### config.mk
export PLATFORM = sky130hd
export DESIGN_NAME = seg7_scan_display
export DESIGN_NICKNAME = d
export VERILOG_FILES = /design/src/rtl/seg7_scan_display.sv
export SDC_FILE = /design/constraint.sdc
export NUM_CORES = 1
export LEC_CHECK = 0
export ABC_CLOCK_PERIOD_IN_PS = 3100
export BUFFER_PORTS_ARGS = -buffer_cell sky130_fd_sc_hd__buf_4
export CORE_UTILIZATION = 48
export CTS_CLUSTER_SIZE = 24
export DETAILED_ROUTE_END_ITERATION = 8
export PLACE_DENSITY = 0.77
export SLEW_MARGIN = 10
export SYNTH_ARGS = -nofsm -noshare
export SYNTH_HDL_FRONTEND = slang
export SYNTH_SLANG_ARGS = --single-unit
export TNS_END_PERCENT = 20
### constraint.sdc
create_clock -name CLK -period 3.1 [get_ports CLK]
set_clock_uncertainty 0.2 [all_clocks]
set_input_delay 0.31 -clock CLK [delete_from_list [all_inputs] [get_ports CLK]]
set_output_delay 0.31 -clock CLK [all_outputs]
set_load 0.05 [all_outputs]
### src/rtl/seg7_scan_display.sv
// Six-digit multiplexed common-anode 7-segment driver for a packed BCD hh:mm:ss word, with a per-frame snapshot.
// Latency: outputs are registered one cycle behind the digit/snapshot state. Backpressure: none, free-running scan.
// BLINK_COLON_EN (optional define): separator decimal points flash at CLK/(2*BLINK_DIV) instead of staying lit.
module seg7_scan_display #(
  parameter int SCAN_DIV  = 100000,
  parameter int BLINK_DIV = 50000000
) (
  input  logic        CLK,
  input  logic        reset,
  input  logic [23:0] data,
  output logic [5:0]  an,
  output logic [6:0]  seg,
  output logic        dp
);

  localparam int SCAN_W = (SCAN_DIV > 1) ? $clog2(SCAN_DIV) : 1;
  localparam logic [SCAN_W-1:0] SCAN_LAST = SCAN_W'(SCAN_DIV - 1);

  if (SCAN_DIV < 2 || BLINK_DIV < 1) begin : g_param_check
    $error("seg7_scan_display: SCAN_DIV must be >= 2 and BLINK_DIV >= 1");
  end

  logic [SCAN_W-1:0] scan_cnt;
  logic [2:0]        digit;
  logic [23:0]       snap;
  logic              tick;
  logic              frame_end;

  logic [5:0]        an_nxt;
  logic [3:0]        nibble;
  logic              sep_slot;
  logic              sep_on;

  assign tick      = (scan_cnt == SCAN_LAST);
  assign frame_end = tick && (digit == 3'd5);

  function automatic logic [6:0] decode(input logic [3:0] n);
    logic [6:0] s;
    case (n)
      4'd0:    s = 7'b0000001;
      4'd1:    s = 7'b1001111;
      4'd2:    s = 7'b0010010;
      4'd3:    s = 7'b0000110;
      4'd4:    s = 7'b1001100;
      4'd5:    s = 7'b0100100;
      4'd6:    s = 7'b0100000;
      4'd7:    s = 7'b0001111;
      4'd8:    s = 7'b0000000;
      4'd9:    s = 7'b0000100;
      default: s = 7'b1111110;
    endcase
    return s;
  endfunction

  always_ff @(posedge CLK or posedge reset) begin
    if (reset) begin
      scan_cnt <= '0;
    end else if (tick) begin
      scan_cnt <= '0;
    end else begin
      scan_cnt <= scan_cnt + 1'b1;
    end
  end

  always_ff @(posedge CLK or posedge reset) begin
    if (reset) begin
      digit <= 3'd0;
    end else if (tick) begin
      digit <= (digit >= 3'd5) ? 3'd0 : digit + 3'd1;
    end
  end

  // Latch the time only at frame start so all six digits come from one coherent sample.
  always_ff @(posedge CLK or posedge reset) begin
    if (reset) begin
      snap <= 24'h000000;
    end else if (frame_end) begin
      snap <= data;
    end
  end

`ifdef BLINK_COLON_EN
  localparam int BLINK_W = (BLINK_DIV > 1) ? $clog2(BLINK_DIV) : 1;
  localparam logic [BLINK_W-1:0] BLINK_LAST = BLINK_W'(BLINK_DIV - 1);

  logic [BLINK_W-1:0] blink_cnt;
  logic               blink_phase;

  always_ff @(posedge CLK or posedge reset) begin
    if (reset) begin
      blink_cnt   <= '0;
      blink_phase <= 1'b1;
    end else if (blink_cnt == BLINK_LAST) begin
      blink_cnt   <= '0;
      blink_phase <= ~blink_phase;
    end else begin
      blink_cnt   <= blink_cnt + 1'b1;
    end
  end

  assign sep_on = blink_phase;
`else
  assign sep_on = 1'b1;
`endif

  always_comb begin
    an_nxt   = 6'h3F;
    nibble   = 4'h0;
    sep_slot = 1'b0;
    case (digit)
      3'd0: begin an_nxt = 6'b111110; nibble = snap[3:0];   end
      3'd1: begin an_nxt = 6'b111101; nibble = snap[7:4];   end
      3'd2: begin an_nxt = 6'b111011; nibble = snap[11:8];  sep_slot = 1'b1; end
      3'd3: begin an_nxt = 6'b110111; nibble = snap[15:12]; end
      3'd4: begin an_nxt = 6'b101111; nibble = snap[19:16]; sep_slot = 1'b1; end
      3'd5: begin an_nxt = 6'b011111; nibble = snap[23:20]; end
      default: ;
    endcase
  end

  always_ff @(posedge CLK or posedge reset) begin
    if (reset) begin
      an  <= 6'h3F;
      seg <= 7'h7F;
      dp  <= 1'b1;
    end else begin
      an  <= an_nxt;
      seg <= decode(nibble);
      dp  <= ~(sep_slot & sep_on);
    end
  end

endmodule

# Word-level counts from Yosys, hierarchy flattened
# Memories as Yosys holds them, arrays and structs flattened. A register that Yosys moved wholly into a read port is not among the register bits.
# Cells that the tools add are included.
# word_totals
regBits	51
rom_bits	112
in_bits	26
output_inout_bits	14
elab_cells	24
mem_count	1
# memory_table
name	depth	word_bits	rd	rd_clocked_by_memory_dff	wr	line_no	source
(no name shown)	16	7	1	1	0	39	case (n)
# op_classes
addsub	2
order_cmp	1
eq_ne	6
mux	5
n_bitwise	1
n_reduce_logical	3
# op_table
operator	count
6-bit one-hot mux with 6 select lines	1
4-bit one-hot mux with 6 select lines	1
17-bit by 1-bit adder with 17-bit output (second input constant)	1
17-bit equality test (second input constant)	1
17-bit two-way mux	1
3-bit by 2-bit equality test with 1-bit output (second input constant)	2
3-bit equality test (second input constant)	2
3-bit by 1-bit adder with 3-bit output (second input constant)	1
3-bit by 1-bit equality test with 1-bit output (second input constant)	1
3-bit greater-or-equal comparator (second input constant)	1
3-bit logical NOT	1
3-bit two-way mux	1
2-bit OR reduction	1
1-bit logical AND	1
1-bit two-way mux	1
1-bit inverter	1

# Depth between registers and ports, before layout
# Gate-level depths: netlist (run 1).
# depth
word_depth	4
ltp_mapped	12

# Least setup slack after synthesis (run 1)
# Ideal clock, no wire load.
# synth_timing
kind	reg2reg
startpoint	reg digit[1]
endpoint	reg seg[3]
setup_ns	0.089
t_arrival_ns	2.428
required_time_ns	2.811
slack_ns	0.383
path_stages_with_launch	12
period_less_slack_ns	2.717
cell_sequence	dfrtp_1 -> inv_1 -> ha_1 -> clkbuf_1 -> clkbuf_1 -> a22oi_1 -> a22oi_1 -> a21oi_1 -> or2_2 -> ha_1 -> nor4b_1 -> a211oi_1
# synth_via
elab_chain_cells	2
word_cells_on_any_way	7
# synth_rtl
element	line_no	source
start, declared	24	logic [2:0] digit;
start signal, assigned	69	digit <= (digit >= 3'd5) ? 3'd0 : digit + 3'd1;
3-bit equality test, or another cell as far along	110	case (digit)
4-bit one-hot mux with 6 select lines *	110	
end, declared	12	output logic [6:0] seg,
# Mark *: on every way between the ends. The rest lies on a longest branch, timed or not.
# A chain may end at the register's enable or synchronous reset.

# Final worst setup path (run 1)
# layout_timing
startpoint	reg digit[1]
endpoint	reg seg[1]
# Same word-level chain as after synthesis.

==> impl_metrics.csv, run 1 <==
group,metric,value,unit
outcome,status,"complete, no violations",
detailed_routing,drt_iter0_drc,97,
yosys,syn-cell-area,2872,µm²
die,rows,27,
placed_design,dp_slack,0.2920,ns
critical_path,path_class,"flop to flop",
final_layout,area_growth_syn_to_layout,28.37,%
die,die_area,6296,µm²
final_layout,final_common_cell,"buf_4",
power,ir_worst_vdd,300.1,µV
clock_network,cts.sinks,58,
yosys,yosysTopAreaCell,"dfrtp_1",
yosys,synth-edff-count,0,
placed_design,gp_congestion,0.7957,
clock_network,cts_made_buffers,9,
yosys,yosys_warnings,0,
die,fp.dieW,79.35,µm
global_route,grt_pass1_vias,1991,
final_layout,fin_area,3686,µm²
timing,fin_crit,2.819,ns
detailed_routing,vias,2014,
final_layout,final_cell_mix,"buf_4, dfrtp_1, dlygate4sd3_1",
detailed_routing,top_layer,"met4",
detailed_routing,vias_per_cell,5.328,
timing,hold_viol,0,
yosys,synth_area_leaders,"dfrtp_1, dfstp_2, mux2_4",
die,start_util,0.5090,
die,die_y,79.35,µm
final_layout,drive_gt1_frac,0.3497,
timing,whs,0.2954,ns
yosys,ys.flop_type,"dfrtp_1",
timing,slew_violations,0,
detailed_routing,antenna_left,0,
detailed_routing,wl_met3,216,µm
placed_design,portBuffers,39,
timing,timing.final.ws_setup,0.2812,ns
global_route,grt_pass1_wl,9280,µm
timing,tightest_slew,0.6984,ns
yosys,syn_nets,271,
yosys,synth.distinct_cells,44,
detailed_routing,wl_met2,2702,µm
worst_hold_path,min_path_type,"flop to flop",
yosys,yosysSeqAreaShare,0.5115,
placed_design,dpl.hpwl,3548,µm
yosys,synth.top_cell.area_share,0.3834,
timing,fmax,354.8,MHz
yosys,synth-seq-cells,58,
critical_path,end_kind,"flop",
power,power.total,1.589,mW
clock_network,htreeDepth,3,
power,power_density,431.0,nW/µm²
critical_path,arrival,2.84,ns
timing,slew_headroom,0.5344,
detailed_routing,dr.pass1.iters,4,
die,ios,40,
flow_run,max_cap_viol_count,0,
clock_network,clock_path_buffers,2,
timing,finalSetupViolations,0,
placed_design,post_dp_cell_area,3214,µm²
timing,rsz0062_at_grt,"false",
power,total_leakage_power,1.718,nW
final_layout,nets,341,
clock_network,clk_pin_slew,0.07,ns
timing,fin_crit_sh,0.9093,
clock_network,post_cts_buffers,0,
die,coreArea,5642,µm²
global_route,globalRouteOverflowTotal,0,
global_route,track_usage,0.2014,
critical_path,critPathRequiredTime,3.12,ns
yosys,async_reset_ff_frac,1.000,
detailed_routing,routed_wl,5685,µm
critical_path,startpoint_type,"flop",
yosys,syn_avg_cell_area,12.43,µm²
yosys,synth_cells,231,
clock_network,root_buffer,"clkbuf_8",
detailed_routing,drc,0,
critical_path,cp_max_fo,11,
timing,tns,0,ns
clock_network,cts_tree,"done",
global_route,antenna_found_initial,0,
final_layout,antennaDiodeCount,0,
detailed_routing,wl_met1,2580,µm
global_route,grt_max_degree,59,
clock_network,clock_latency,0.34,ns
detailed_routing,routedWlPerCell,15.04,µm
sequential cells by signal (all words and copies together) (netlist names):
name / cells
snap: 24
scan_cnt: 17
seg: 7
an: 6
digit: 3
dp: 1
area by class of cell:
type / instances / area (µm²)
Fill cell: 398 / 1956
Sequential cell: 58 / 1469
Multi-Input combinational cell: 154 / 1290
Timing Repair Buffer: 70 / 588.1
Clock buffer: 11 / 141.4
Tap cell: 72 / 90.09
Clock inverter: 5 / 77.57
Inverter: 8 / 30.03
logic make-up after synthesis:
| group | synth area share |
|---|---|
| DFF | 0.5115 |
| AOI/OAI and AO/OA | 0.07799 |
| and+or+nand+nor | 0.1325 |
| buffers and inverters | 0.04008 |
| adders and majority gates | 0.06100 |
| muxes | 0.1312 |
| xor gates and xnor gates | 0.04575 |
metal layers:
layer | track usage | vias to the layer above
li1 | - | 968
met1 | 0.2554 | 964
met2 | 0.3017 | 64
met3 | 0.04713 | 18
met4 | 0.1436 | 0
met5 | 0 | -
worst paths after layout:
kind	from	end	slack, ns	cells after the start
min in group asynchronous	reset	scan_cnt[14]$_DFF_PP0_	0.52	4
min	scan_cnt[4]$_DFF_PP0_	scan_cnt[4]$_DFF_PP0_	0.30	1
min reg2reg	scan_cnt[4]$_DFF_PP0_	scan_cnt[4]$_DFF_PP0_	0.30	1
max	digit[1]$_DFFE_PP0N_	seg[1]$_DFF_PP1_	0.28	10
max reg2reg	digit[1]$_DFFE_PP0N_	seg[1]$_DFF_PP1_	0.28	10
max in group asynchronous	reset	scan_cnt[10]$_DFF_PP0_	1.71	4
where the power goes:
part	internal, mW	switching (mW)	total [mW]
sequential	0.758	0	0.758
combinational	0.0417	0.0251	0.0668
clock	0.471	0.293	0.764
cell usage after synthesis, types with 6 or more instances:
master	count
nand3_1	11
nand2_1	9
dfrtp_1	44
mux2_4	20
ha_1	14
a22oi_1	6
nor2_1	13
inv_1	8
a21oi_1	7
dfstp_2	14
and3_1	6
xnor2_1	10
worst max-delay path, cell delays in order, from the launching register on:
cell       delay [ns]
dfrtp_1          0.42
inv_1            0.12
ha_1             0.39
a22oi_1          0.16
a22oi_1          0.25
a21oi_1          0.12
or2_2            0.35
inv_1            0.14
ha_1             0.16
nor4_1           0.05
a2111oi_1        0.35
timing repair:
item | CTS | global route
hold buffers | 24 | 1
setup endpoints to repair | 0 | 1
hold endpoints to repair | 66 | 1
resized for setup | 0 | 1
through the flow:
stage,std cells,util
after floorplan,231,-
after global placement,337,0.5697
after detailed placement,337,0.5697
after CTS,377,0.6511
after global routing,378,0.6534
final,378,0.6534
No activity file was read; power rests on OpenSTA's default activity.
==> run 2, diff against run 1 <==
Settings changed: CORE_ASPECT_RATIO set to 0.9.
==> run 2 against run 1 <==
  * The flow now finishes with violations (negative hold slack)
  * Combinational power is 6.4% lower
  * Cell count shrank 1.3%
  * Cell area decreased by 0.65%
  * First-iteration DRC count grew 33%
  * Non-clock buffer count decreased by 3
  * Total power fell by 0.85%
  * Sequential share of layout area grew 0.26 points
  * Sequential power hardly changed
  * Clock power fell by 1%
  * Fmax grew 2.1%
  * Hold slack got worse by 0.31 ns
  * Via count decreased by 1.7%
  * Critical endpoint unchanged
  * Largest power group is now sequential cells
==> impl_metrics.csv, run 2 (synthesis results as in run 1) <==
group,metric,value,unit
critical_path,crit_end,"seg[1]$_DFF_PP1_",
final_layout,final_cell_mix,"buf_4, dfrtp_1, dlygate4sd3_1",
detailed_routing,dr.pass1.iters,4,
critical_path,timing.rr.start,"digit[1]$_DFFE_PP0N_",
die,coreArea,5725,µm²
placed_design,dp.cells,336,
clock_network,clk_pin_slew,0.06,ns
clock_network,clock_latency,0.34,ns
power,power_density,430.1,nW/µm²
critical_path,end_kind,"flop",
clock_network,clock_path_buffers,2,
detailed_routing,routedWlPerCell,14.66,µm
critical_path,crit_chain,"inv_1, ha_1, a22oi_1, a22oi_1, a21oi_1, or2_2, inv_1, ha_1, nor4_1, a2111oi_1",
die,die_y,75.38,µm
timing,fin_crit_sh,0.8903,
critical_path,critPathSlowestCell,"dfrtp_1",
final_layout,largestRegisters,"snap (24), scan_cnt (17), seg (7)",
detailed_routing,antenna_left,0,
die,ios,40,
timing,finalSetupViolations,0,
detailed_routing,drt_iter0_drc,129,
placed_design,dpl.hpwl,3691,µm
final_layout,area_growth_syn_to_layout,27.54,%
detailed_routing,drc,0,
die,die_area,6296,µm²
clock_network,post_cts_buffers,0,
global_route,antenna_found_initial,0,
die,fp.dieW,83.53,µm
global_route,track_usage,0.1933,
outcome,status,"finished with violations",
critical_path,critical_path.startpoint,"digit[1]$_DFFE_PP0N_",
detailed_routing,vias_per_cell,5.308,
final_layout,antennaDiodeCount,0,
final_layout,top_register,"snap",
worst_hold_path,min_path_type,"input port to async pin",
placed_design,post_dp_cell_area,3232,µm²
critical_path,startpoint_type,"flop",
detailed_routing,routed_wl,5468,µm
global_route,globalRouteOverflowTotal,0,
detailed_routing,vias,1980,
final_layout,nets,338,
timing,tns,0,ns
global_route,grt_pass1_wl,9225,µm
power,total_leakage_power,1.715,nW
critical_path,reg2reg_slack,0.34,ns
timing,slew_headroom,0.3826,
clock_network,cts_made_buffers,9,
critical_path,critPathMaxStageDelay,0.42,ns
flow_run,max_cap_viol_count,0,
timing,tightest_slew,0.9248,ns
timing,rsz0062_at_grt,"false",
final_layout,utilization,0.6396,
die,start_util,0.5015,
critical_path,path_class,"flop to flop",
outcome,violations,"negative hold slack",
placed_design,gp_congestion,0.7993,
timing,hold_viol,16,
timing,fmax,362.3,MHz
global_route,grt_max_degree,48,
final_layout,largest_register_ffs,24,
timing,slew_violations,0,
die,rows,26,
placed_design,portBuffers,39,
critical_path,cp_max_fo,10,
clock_network,root_buffer,"clkbuf_8",
clock_network,cts.sinks,58,
critical_path,reg2reg_depth,10,
final_layout,final_common_cell,"buf_4",
final_layout,drive_gt1_frac,0.3597,
critical_path,r2r-end,"seg[1]$_DFF_PP1_",
critical_path,critPathRequiredTime,3.12,ns
timing,fin_crit,2.760,ns
power,ir_worst_vdd,348.4,µV
global_route,grt_pass1_vias,1926,
clock_network,htreeDepth,3,
critical_path,arrival,2.78,ns
final_layout,finalNonFillerCells,373,
clock_network,cts_tree,"done",
timing,whs,-0.01898,ns
final_layout,fin_area,3662,µm²
run 2: changes by cell type in the layout (fill, tap and decap cells not counted), sizes merged:
cell / delta
dlygate4sd3: -4
clkinv: +2
buf: +1
clkbuf: -1
clkinvlp: -1
run 2: how the worst min path moves through the flow:
stage	endpoint	slack, ns
after floorplan	scan_cnt[4]$_DFF_PP0_	0.25
after CTS	snap[22]$_DFFE_PP0P_	0.0008
after global placement	scan_cnt[4]$_DFF_PP0_	0.27
after detailed placement	scan_cnt[4]$_DFF_PP0_	0.28
final	scan_cnt[9]$_DFF_PP0_	-0.02
after global routing	snap[3]$_DFFE_PP0P_	0.001
run 2: worst max-delay path, delay by kind of cell (launching register included):
kind | cells | cell delay (ns)
buf+inv | 2 | 0.26
compound gates | 4 | 0.83
fa+ha+maj | 2 | 0.54
flops | 1 | 0.42
simple gates | 2 | 0.39
run 2: cell type report:
class	count	area (µm²)
repair buffers	67	568.0
clock buffers	10	137.6
fillers	437	2063
well taps	70	87.58
flip-flops and latches	58	1469
multi-input cells	154	1290
clock inverters	6	80.08
inverters	8	30.03
run 2: what timing repair did:
| item | 4_1_cts | 5_1_grt |
|---|---|---|
| hold buffers | 21 | 0 |
| gates resized for setup | 0 | 1 |
| hold endpoints to repair | 21 | 0 |
| endpoints found under the setup margin | 0 | 1 |
run 2: per-layer routing:
layer  part of all wire  GRT usage  vias to the layer above
li1                   -          -                      969
met1               0.49     0.2652                      939
met2               0.44     0.2805                       57
met3              0.047    0.06067                       15
met4              0.023    0.09981                        0
met5                  0          0                        -
run 2: through the flow:
step                hold WS (ns)  worst slack (ns)  total power [mW]
floorplan                 0.2530            0.3828            0.7827
global placement          0.2729            0.4203            0.8126
detailed placement        0.2836            0.2808            0.8139
CTS                    0.0007923            0.2471             1.597
global route            0.001291           0.07622             1.640
finish                  -0.01898            0.3402             1.575
run 2: report_power, final:
group	total [mW]	internal, mW	leakage (nW)	switching (mW)
clock network	0.755	0.468	0.116	0.287
registers	0.758	0.758	0.746	0
logic	0.0625	0.0391	0.853	0.0235
total	1.58	1.27	1.72	0.310
